File: config.mk
export PLATFORM = sky130hd
export DESIGN_NAME = unsigned_div_flat
export DESIGN_NICKNAME = d
export VERILOG_FILES = /design/src/rtl/unsigned_div_if.sv /design/src/rtl/unsigned_div.sv /design/src/flat_wrapper.sv
export SDC_FILE = /design/constraint.sdc
export NUM_CORES = 1
export LEC_CHECK = 0
export BUFFER_PORTS_ARGS = -buffer_cell sky130_fd_sc_hd__buf_4
export CAP_MARGIN = 20
export CORE_MARGIN = 2
export CORE_UTILIZATION = 61
export DETAILED_ROUTE_END_ITERATION = 7
export HOLD_SLACK_MARGIN = 0.1
export PLACE_DENSITY = 0.85
export SLEW_MARGIN = 20
export SYNTH_ARGS = -nofsm -noshare
export SYNTH_HDL_FRONTEND = slang
export SYNTH_SLANG_ARGS = --single-unit
File: constraint.sdc
create_clock -name clk -period 5.4 [get_ports clk]
set_input_delay 1.08 -clock clk [delete_from_list [all_inputs] [get_ports clk]]
set_output_delay 1.08 -clock clk [all_outputs]
set_load 0.01 [all_outputs]
File: src/rtl/unsigned_div_if.sv
// Operand/result bundle between the operator select and the sequential divider.
interface unsigned_div_if #(
    parameter int unsigned WIDTH = 16
);
    logic [WIDTH-1:0]   A;
    logic [WIDTH-1:0]   B;
    logic               parser_done;
    logic [2*WIDTH-1:0] result;
    logic               alu_done;
    logic               busy;
    logic               div_zero;

    // Requester side: the parser/operator select
    modport master (
        output A,
        output B,
        output parser_done,
        input  result,
        input  alu_done,
        input  busy,
        input  div_zero
    );

    // Divider side
    modport slave (
        input  A,
        input  B,
        input  parser_done,
        output result,
        output alu_done,
        output busy,
        output div_zero
    );
endinterface

File: src/rtl/unsigned_div.sv
// Sequential restoring divider: one quotient bit per clock, {remainder, quotient}
// presented for a single cycle with alu_done.
// Optional feature macro: UNSIGNED_DIV_ZERO_CHECK_EN (zero divisor short-cuts to DONE
// with result=0 and div_zero=1; when undefined div_zero is tied low).
module unsigned_div #(
    parameter int unsigned WIDTH = 16
) (
    input  logic         clk,
    input  logic         n_rst,
    unsigned_div_if.slave bus
);
    localparam int unsigned CNT_W = (WIDTH > 1) ? $clog2(WIDTH) : 1;
    localparam int unsigned RES_W = 2 * WIDTH;

    typedef enum logic [1:0] {
        IDLE = 2'd0,
        RUN  = 2'd1,
        DONE = 2'd2
    } state_t;

    state_t             state_q, state_d;
    logic [WIDTH-1:0]   r_q, r_d;
    logic [WIDTH-1:0]   q_q, q_d;
    logic [WIDTH-1:0]   d_q, d_d;
    logic [CNT_W-1:0]   cnt_q, cnt_d;
    logic [RES_W-1:0]   result_q, result_d;
    logic               alu_done_q, alu_done_d;
    logic               busy_q, busy_d;
`ifdef UNSIGNED_DIV_ZERO_CHECK_EN
    logic               div_zero_q, div_zero_d;
`endif

    logic [WIDTH:0]     part_rem;
    logic [WIDTH:0]     trial;
    logic               borrow;

    // Trial subtraction of the divisor from the shifted partial remainder
    always_comb begin
        part_rem = {r_q, q_q[WIDTH-1]};
        trial    = part_rem - {1'b0, d_q};
        borrow   = trial[WIDTH];
    end

    // State and datapath registers
    always_ff @(posedge clk or negedge n_rst) begin
        if (!n_rst) begin
            state_q <= IDLE;
            r_q     <= '0;
            q_q     <= '0;
            d_q     <= '0;
            cnt_q   <= '0;
        end else begin
            state_q <= state_d;
            r_q     <= r_d;
            q_q     <= q_d;
            d_q     <= d_d;
            cnt_q   <= cnt_d;
        end
    end

    // Output registers, loaded from the decoded next state so they never see the inputs
    always_ff @(posedge clk or negedge n_rst) begin
        if (!n_rst) begin
            result_q   <= '0;
            alu_done_q <= 1'b0;
            busy_q     <= 1'b0;
        end else begin
            result_q   <= result_d;
            alu_done_q <= alu_done_d;
            busy_q     <= busy_d;
        end
    end

`ifdef UNSIGNED_DIV_ZERO_CHECK_EN
    // Zero-divisor flag register
    always_ff @(posedge clk or negedge n_rst) begin
        if (!n_rst) begin
            div_zero_q <= 1'b0;
        end else begin
            div_zero_q <= div_zero_d;
        end
    end
`endif

    // Next-state, iteration datapath and output decode
    always_comb begin
        state_d    = state_q;
        r_d        = r_q;
        q_d        = q_q;
        d_d        = d_q;
        cnt_d      = cnt_q;
        result_d   = '0;
        alu_done_d = 1'b0;
        busy_d     = 1'b0;
`ifdef UNSIGNED_DIV_ZERO_CHECK_EN
        div_zero_d = 1'b0;
`endif

        unique case (state_q)
            IDLE: begin
                if (bus.parser_done) begin
                    r_d     = '0;
                    q_d     = bus.A;
                    d_d     = bus.B;
                    cnt_d   = '0;
                    state_d = RUN;
`ifdef UNSIGNED_DIV_ZERO_CHECK_EN
                    if (bus.B == '0) begin
                        state_d    = DONE;
                        div_zero_d = 1'b1;
                    end
`endif
                end
            end
            RUN: begin
                // Restore on borrow, otherwise keep the difference and shift in a 1
                r_d   = borrow ? part_rem[WIDTH-1:0] : trial[WIDTH-1:0];
                q_d   = {q_q[WIDTH-2:0], ~borrow};
                cnt_d = cnt_q + CNT_W'(1);
                if (cnt_q == CNT_W'(WIDTH - 1)) begin
                    state_d = DONE;
                end
            end
            DONE: begin
                state_d = IDLE;
            end
            default: begin
                state_d = IDLE;
            end
        endcase

        busy_d     = (state_d != IDLE);
        alu_done_d = (state_d == DONE);
        if (state_d == DONE) begin
            result_d = {r_d, q_d};
        end
`ifdef UNSIGNED_DIV_ZERO_CHECK_EN
        if (div_zero_d) begin
            result_d = '0;
        end
`endif
    end

    assign bus.result   = result_q;
    assign bus.alu_done = alu_done_q;
    assign bus.busy     = busy_q;
`ifdef UNSIGNED_DIV_ZERO_CHECK_EN
    assign bus.div_zero = div_zero_q;
`else
    assign bus.div_zero = 1'b0;
`endif

endmodule

File: src/flat_wrapper.sv
// flat-port wrapper written by rule: the top's interface ports become plain ports
module unsigned_div_flat 
#(
    parameter int unsigned WIDTH = 16
)
  (clk, n_rst, bus_A, bus_B, bus_parser_done, bus_result, bus_alu_done, bus_busy, bus_div_zero);
  unsigned_div_if #(.WIDTH(WIDTH)) bus_i ();
  input  logic clk;
  input  logic n_rst;
  input wire logic [$bits(bus_i.A)-1:0] bus_A;
  input wire logic [$bits(bus_i.B)-1:0] bus_B;
  input wire logic [$bits(bus_i.parser_done)-1:0] bus_parser_done;
  output wire logic [$bits(bus_i.result)-1:0] bus_result;
  output wire logic [$bits(bus_i.alu_done)-1:0] bus_alu_done;
  output wire logic [$bits(bus_i.busy)-1:0] bus_busy;
  output wire logic [$bits(bus_i.div_zero)-1:0] bus_div_zero;
  assign bus_i.A = bus_A;
  assign bus_i.B = bus_B;
  assign bus_i.parser_done = bus_parser_done;
  assign bus_result = bus_i.result;
  assign bus_alu_done = bus_i.alu_done;
  assign bus_busy = bus_i.busy;
  assign bus_div_zero = bus_i.div_zero;
  unsigned_div #(.WIDTH(WIDTH)) u_core (.clk(clk), .n_rst(n_rst), .bus(bus_i));
endmodule
After elaboration in Yosys (flattened, before gate mapping)
Index checks and enable logic that the tools add are counted.
Widths: inputs -> output; s select.
Cells by class
  add/subtract/negate cells: 2
  eq/ne operators: 4
  mux-type cells: 11
  bitwise operators: 1
  reduce and logical (&&, ||, !) cells: 5
Operators by type and width (count)
  $pmux 16 s2: 2
  $mux 16: 3
  $mux 32: 1
  $sub 17x16->17: 1
  $pmux 4 s2: 1
  $add 4x1->4 const B: 1
  $eq 4x4->1 const B: 1
  $mux 2: 2
  $mux 4: 1
  $pmux 2 s2: 1
  $reduce_and 2->1: 2
  $reduce_bool 2->1: 2
  $eq 2x1->1 const B: 1
  $eq 2x2->1 const B: 1
  $logic_not 2->1: 1
  $ne 2x2->1 const B: 1
  $not 1->1: 1
Word-level totals
  flip-flop bits (word level): 88
  logic and storage cells: 31

Logic depth before layout (Yosys ltp)
  depth after elaboration: 5
  gate-level depth with buffers: 12
  mapped depth without buffers: 11

Least setup slack after synthesis
OpenSTA, ideal clock, no wires.
  path kind: register to register
  from: register u_core.q_q[15]
  to: register u_core.r_q[0]
  arrival time: 2.611 ns
  required time: 5.323 ns
  path slack: 2.712 ns
  cell stages (with the launch flop): 12
  path buffers: 0
  period minus slack after synthesis: 2.688 ns
  cells stage by stage: dfrtp_1 -> inv_1 -> ha_1 -> inv_1 -> fa_1 -> a211oi_2 -> o21ai_2 -> o211ai_2 -> nor3b_4 -> xor2_2 -> mux2_2 -> o21ai_1
Between the ends
  cells in the longest elaborated chain, start to end: 3
RTL lines
  start, declared: line unsigned_div.sv:23  | logic [WIDTH-1:0] q_q, q_d;
  start signal, assigned: line unsigned_div.sv:55  | q_q <= q_d;
  $sub 17x16->17: line unsigned_div.sv:40  | trial = part_rem - {1'b0, d_q};
  $mux 16 (*): line unsigned_div.sv:117  | r_d = borrow ? part_rem[WIDTH-1:0] : trial[WIDTH-1:0];
  $pmux 16 s2 (*): line unsigned_div.sv:99  | unique case (state_q)
  named net u_core.r_d[0]: line unsigned_div.sv:22  | logic [WIDTH-1:0] r_q, r_d;
  end signal, assigned: line unsigned_div.sv:54  | r_q <= r_d;
  end, declared: line unsigned_div.sv:22
Mark *: on every way through the listed nets, which the timed path passes. The rest lies on a longest branch.
A chain may end at the register's enable or synchronous reset.

Worst setup path in the final report
Ends and elaborated chain as after synthesis.

==> run summary <==
### STA
• 0 — Max Slew Vio Count
• 11.24 ps — clk_skew
• 0.5540 — post-route clock period utilization
• 529.6 ps — worst hold slack
• 0 — final hold viol count
• no — RSZ-0062 raised after global routing
• 0.3552 — relative slew slack
• 0 — number of endpoints failing setup at the final stage
• 0 ps — total negative setup slack
• 2991 ps — Tmin final
• 964.4 ps — measured slew at the worst slew-check pin
• 334.3 MHz — Fmax achieved

### Synth
• sky130_fd_sc_hd__dfrtp_1 — cell accounting for the most synthesized area
• 1.000 — fraction of registers with async set/reset
• sky130_fd_sc_hd__dfrtp_1, sky130_fd_sc_hd__o21ai_0, sky130_fd_sc_hd__nand2_1 — Commonest cells post-synth
• sky130_fd_sc_hd__dfrtp_1 — flip-flop cell with the highest count after synthesis
• 9.915 µm² — mean cell area of the mapped netlist
• sky130_fd_sc_hd__dfrtp_1, sky130_fd_sc_hd__o21ai_0, sky130_fd_sc_hd__ha_1 — cell types occupying the most area after synthesis
• 491 — Post-Syn Nets
• sky130_fd_sc_hd__dfrtp_1 — top-count cell post-synth
• 0 — number of flops mapped to enable cells by yosys
• 4343 µm² — post-synth design cell area
• 88 — Yosys reg bits
• 0.5071 — proportion of netlist area held by the largest area contributor
• 0.5071 — part of the Yosys area used for sequential elements
• 0 — number of warnings printed during yosys synthesis
• 438 — post-synthesis instance total
• 50 — post-synth cell types

### Floorplan
• 88.38 µm — Vert. Die Dim
• 30 — placement row count
• 7810 µm² — Die Area
• 6832 µm² — Core Region
• 88.38 µm — x dimension of the die
• 0.6357 — effective utilization at floorplan
• 70 — number of top-level design ports

### Global routing
• 3242 — via count of the first global-routing pass
• 15400 µm — wire length of the first global-routing pass
• 0.2571 — total global-route track usage
• 0 — initial antenna violation count
• 0 — total congestion overflow after global routing
• 53 — pin count of the biggest net entering global routing

### Place
• 6577 µm — hpwl dp
• 0.9158 — routability congestion estimate from global placement
• 68 — I/O Buffers
• 4906 µm² — placed standard-cell area

### Drt
• 5 — drt first pass iters
• 15.82 µm — average routed wire per standard cell
• 5.659 — Vias per Instance
• 0 — number of DRC violations after detailed routing
• 9477 µm — total routed wirelength
• 0 — post-route ant nets
• 296 — iteration-0 DRC count of the detailed router
• 3390 — DR vias

### Clock tree
• 0 — post-CTS setup repair buffer count
• 90 ps — CTS clock-pin slew for the worst setup and hold paths
• 9 — clock buffers created by TritonCTS
• 360 ps — insertion delay of the later-clocked pin in the worst-skew pair
• sky130_fd_sc_hd__clkbuf_8 — Root Buffer Master
• yes — CTS tree
• 2 — maximum clock insertion buffer count
• 88 — number of clock sinks
• 3 — number of levels the H-tree was split into
• 0 — CTS-repair resized insts
• 0 — Hold-fix buffers, CTS

### Pwr
• 0.002453 µW — static leakage
• 717.3 nW/µm² — Cell Pwr Density
• 0.0004142 V — Worst IR Drop VDD

### Worst setup path
• flip-flop — kind of start point of the critical path
• flip-flop to flip-flop — critical setup path kind
• flip-flop — kind of end point of the critical path
• 5680 ps — required time at the endpoint of the critical path
• 3270 ps — critical path arrival
• 6 — maximum fanout encountered on the critical timing path

### Min path
• flip-flop to flip-flop — Min-Delay Path Class

### Finish
• 17.63% — Area Overhead vs Synth
• 5109 µm² — final design area excluding fillers
• 0 — number of diodes
• 0.2028 — fraction of final layout cells sized beyond drive strength 1
• 551 — Nets

### Run status
• finished, final reports clean — outcome

### Run
• 0 — number of violations of the max-capacitance limit

-- logic make-up after synthesis --
family          Yosys count  synth area share
simple gates            127            0.1466
flops                    88            0.5071
compound gates          129            0.1792
xor+xnor                 14           0.03429
buf+inv                  46           0.04322
fa+ha+maj                18           0.05359
other cells               1         0.0008635
mux                      15           0.03515
-- area by class of cell --
type	instances	area, µm²
inverter	22	82.58
clock inverter	7	78.83
timing repair buffer	73	548.0
sequential	88	2202
fill	475	1723
multi-input combinational	304	1953
tap	96	120.1
clock buffer	9	123.9
-- stage by stage --
step | cells | setup slack, ps | utilization | total power [µW]
4_1_cts | 599 | 2405 | 0.7478 | 3651
3_5_place_dp | 583 | 2378 | 0.7181 | 3165
6_report | 599 | 2409 | 0.7478 | 3664
5_1_grt | 599 | 2182 | 0.7478 | 3965
3_3_place_gp | 583 | 2526 | 0.7181 | 3072
2_1_floorplan | 438 | 2712 | - | 2727
-- metal layers --
| layer | wire [µm] | track usage | part of all wire | up-vias |
|---|---|---|---|---|
| li1 | - | - | - | 1629 |
| met1 | 4196 | 0.3693 | 0.44 | 1633 |
| met2 | 4580 | 0.3999 | 0.48 | 117 |
| met3 | 588 | 0.06343 | 0.062 | 11 |
| met4 | 112 | 0.06061 | 0.012 | 0 |
| met5 | 0 | 0 | 0 | - |
-- where the power goes --
part	internal, µW	leakage [µW]	switching [µW]
registers	905	0.00113	172
logic	898	0.00122	1230
clock network	219	0.000104	246
-- critical path: stages, from the launching register on --
cell and delay, ps:
sky130_fd_sc_hd__dfrtp_1 390, sky130_fd_sc_hd__inv_1 100, sky130_fd_sc_hd__ha_1 170, sky130_fd_sc_hd__inv_1 50, sky130_fd_sc_hd__fa_1 430, sky130_fd_sc_hd__a211oi_2 290
sky130_fd_sc_hd__o21ai_2 140, sky130_fd_sc_hd__o211ai_2 140, sky130_fd_sc_hd__nor3b_4 350, sky130_fd_sc_hd__xor2_2 330, sky130_fd_sc_hd__mux2_2 390, sky130_fd_sc_hd__o21ai_1 130
-- cell usage in the layout (no fill, tap or decap), types with 2 or more instances in the layout --
| cell | netlist | final |
|---|---|---|
| sky130_fd_sc_hd__buf_4 | 1 | 73 |
| sky130_fd_sc_hd__dfrtp_1 | 88 | 88 |
| sky130_fd_sc_hd__a21oi_1 | 28 | 28 |
| sky130_fd_sc_hd__a21oi_2 | 3 | 3 |
| sky130_fd_sc_hd__inv_1 | 22 | 22 |
| sky130_fd_sc_hd__nand2_1 | 44 | 44 |
| sky130_fd_sc_hd__and2_1 | 17 | 17 |
| sky130_fd_sc_hd__nand2b_1 | 3 | 3 |
| sky130_fd_sc_hd__ha_1 | 17 | 17 |
| sky130_fd_sc_hd__mux2_2 | 2 | 2 |
| sky130_fd_sc_hd__o21a_1 | 3 | 3 |
| sky130_fd_sc_hd__and3_1 | 3 | 3 |
| sky130_fd_sc_hd__clkinv_4 | 0 | 3 |
| sky130_fd_sc_hd__nand3_1 | 6 | 6 |
| sky130_fd_sc_hd__nor2_1 | 21 | 21 |
| sky130_fd_sc_hd__o21ai_1 | 9 | 9 |
| sky130_fd_sc_hd__xor2_1 | 4 | 4 |
| sky130_fd_sc_hd__nor2b_1 | 21 | 21 |
| sky130_fd_sc_hd__clkbuf_8 | 0 | 9 |
| sky130_fd_sc_hd__a21o_1 | 3 | 3 |
| sky130_fd_sc_hd__inv_6 | 0 | 2 |
| sky130_fd_sc_hd__xnor2_1 | 8 | 8 |
| sky130_fd_sc_hd__a22oi_1 | 15 | 15 |
| sky130_fd_sc_hd__o211ai_1 | 3 | 3 |
| sky130_fd_sc_hd__a31oi_1 | 3 | 3 |
| sky130_fd_sc_hd__o21bai_1 | 2 | 2 |
| sky130_fd_sc_hd__nand4_1 | 7 | 7 |
| sky130_fd_sc_hd__mux2i_1 | 13 | 13 |
| sky130_fd_sc_hd__o21ai_0 | 48 | 48 |
-- state kept, by name, summed over array words and instances, names as in the netlist --
| signal | flops |
|---|---|
| u_core.r_q | 16 |
| u_core.bus.busy | 1 |
| u_core.state_q | 2 |
| u_core.d_q | 16 |
| u_core.bus.result | 32 |
| u_core.q_q | 16 |
| u_core.bus.alu_done | 1 |
| u_core.cnt_q | 4 |
-- path summary, 6_finish.rpt --
check / from / to / slack [ps] / depth (start not counted)
min in group asynchronous: n_rst / u_core.d_q[9] / 660 / 1
worst min register to register: u_core.r_q[3] / u_core.r_q[3] / 530 / 2
worst max-delay path: u_core.q_q[15] / u_core.r_q[0] / 2410 / 11
worst max register to register: u_core.q_q[15] / u_core.r_q[0] / 2410 / 11
worst min-delay path: u_core.r_q[3] / u_core.r_q[3] / 530 / 2
max in group asynchronous: n_rst / u_core.q_q[14] / 3730 / 2
No activity file was read; power rests on OpenSTA's default activity.
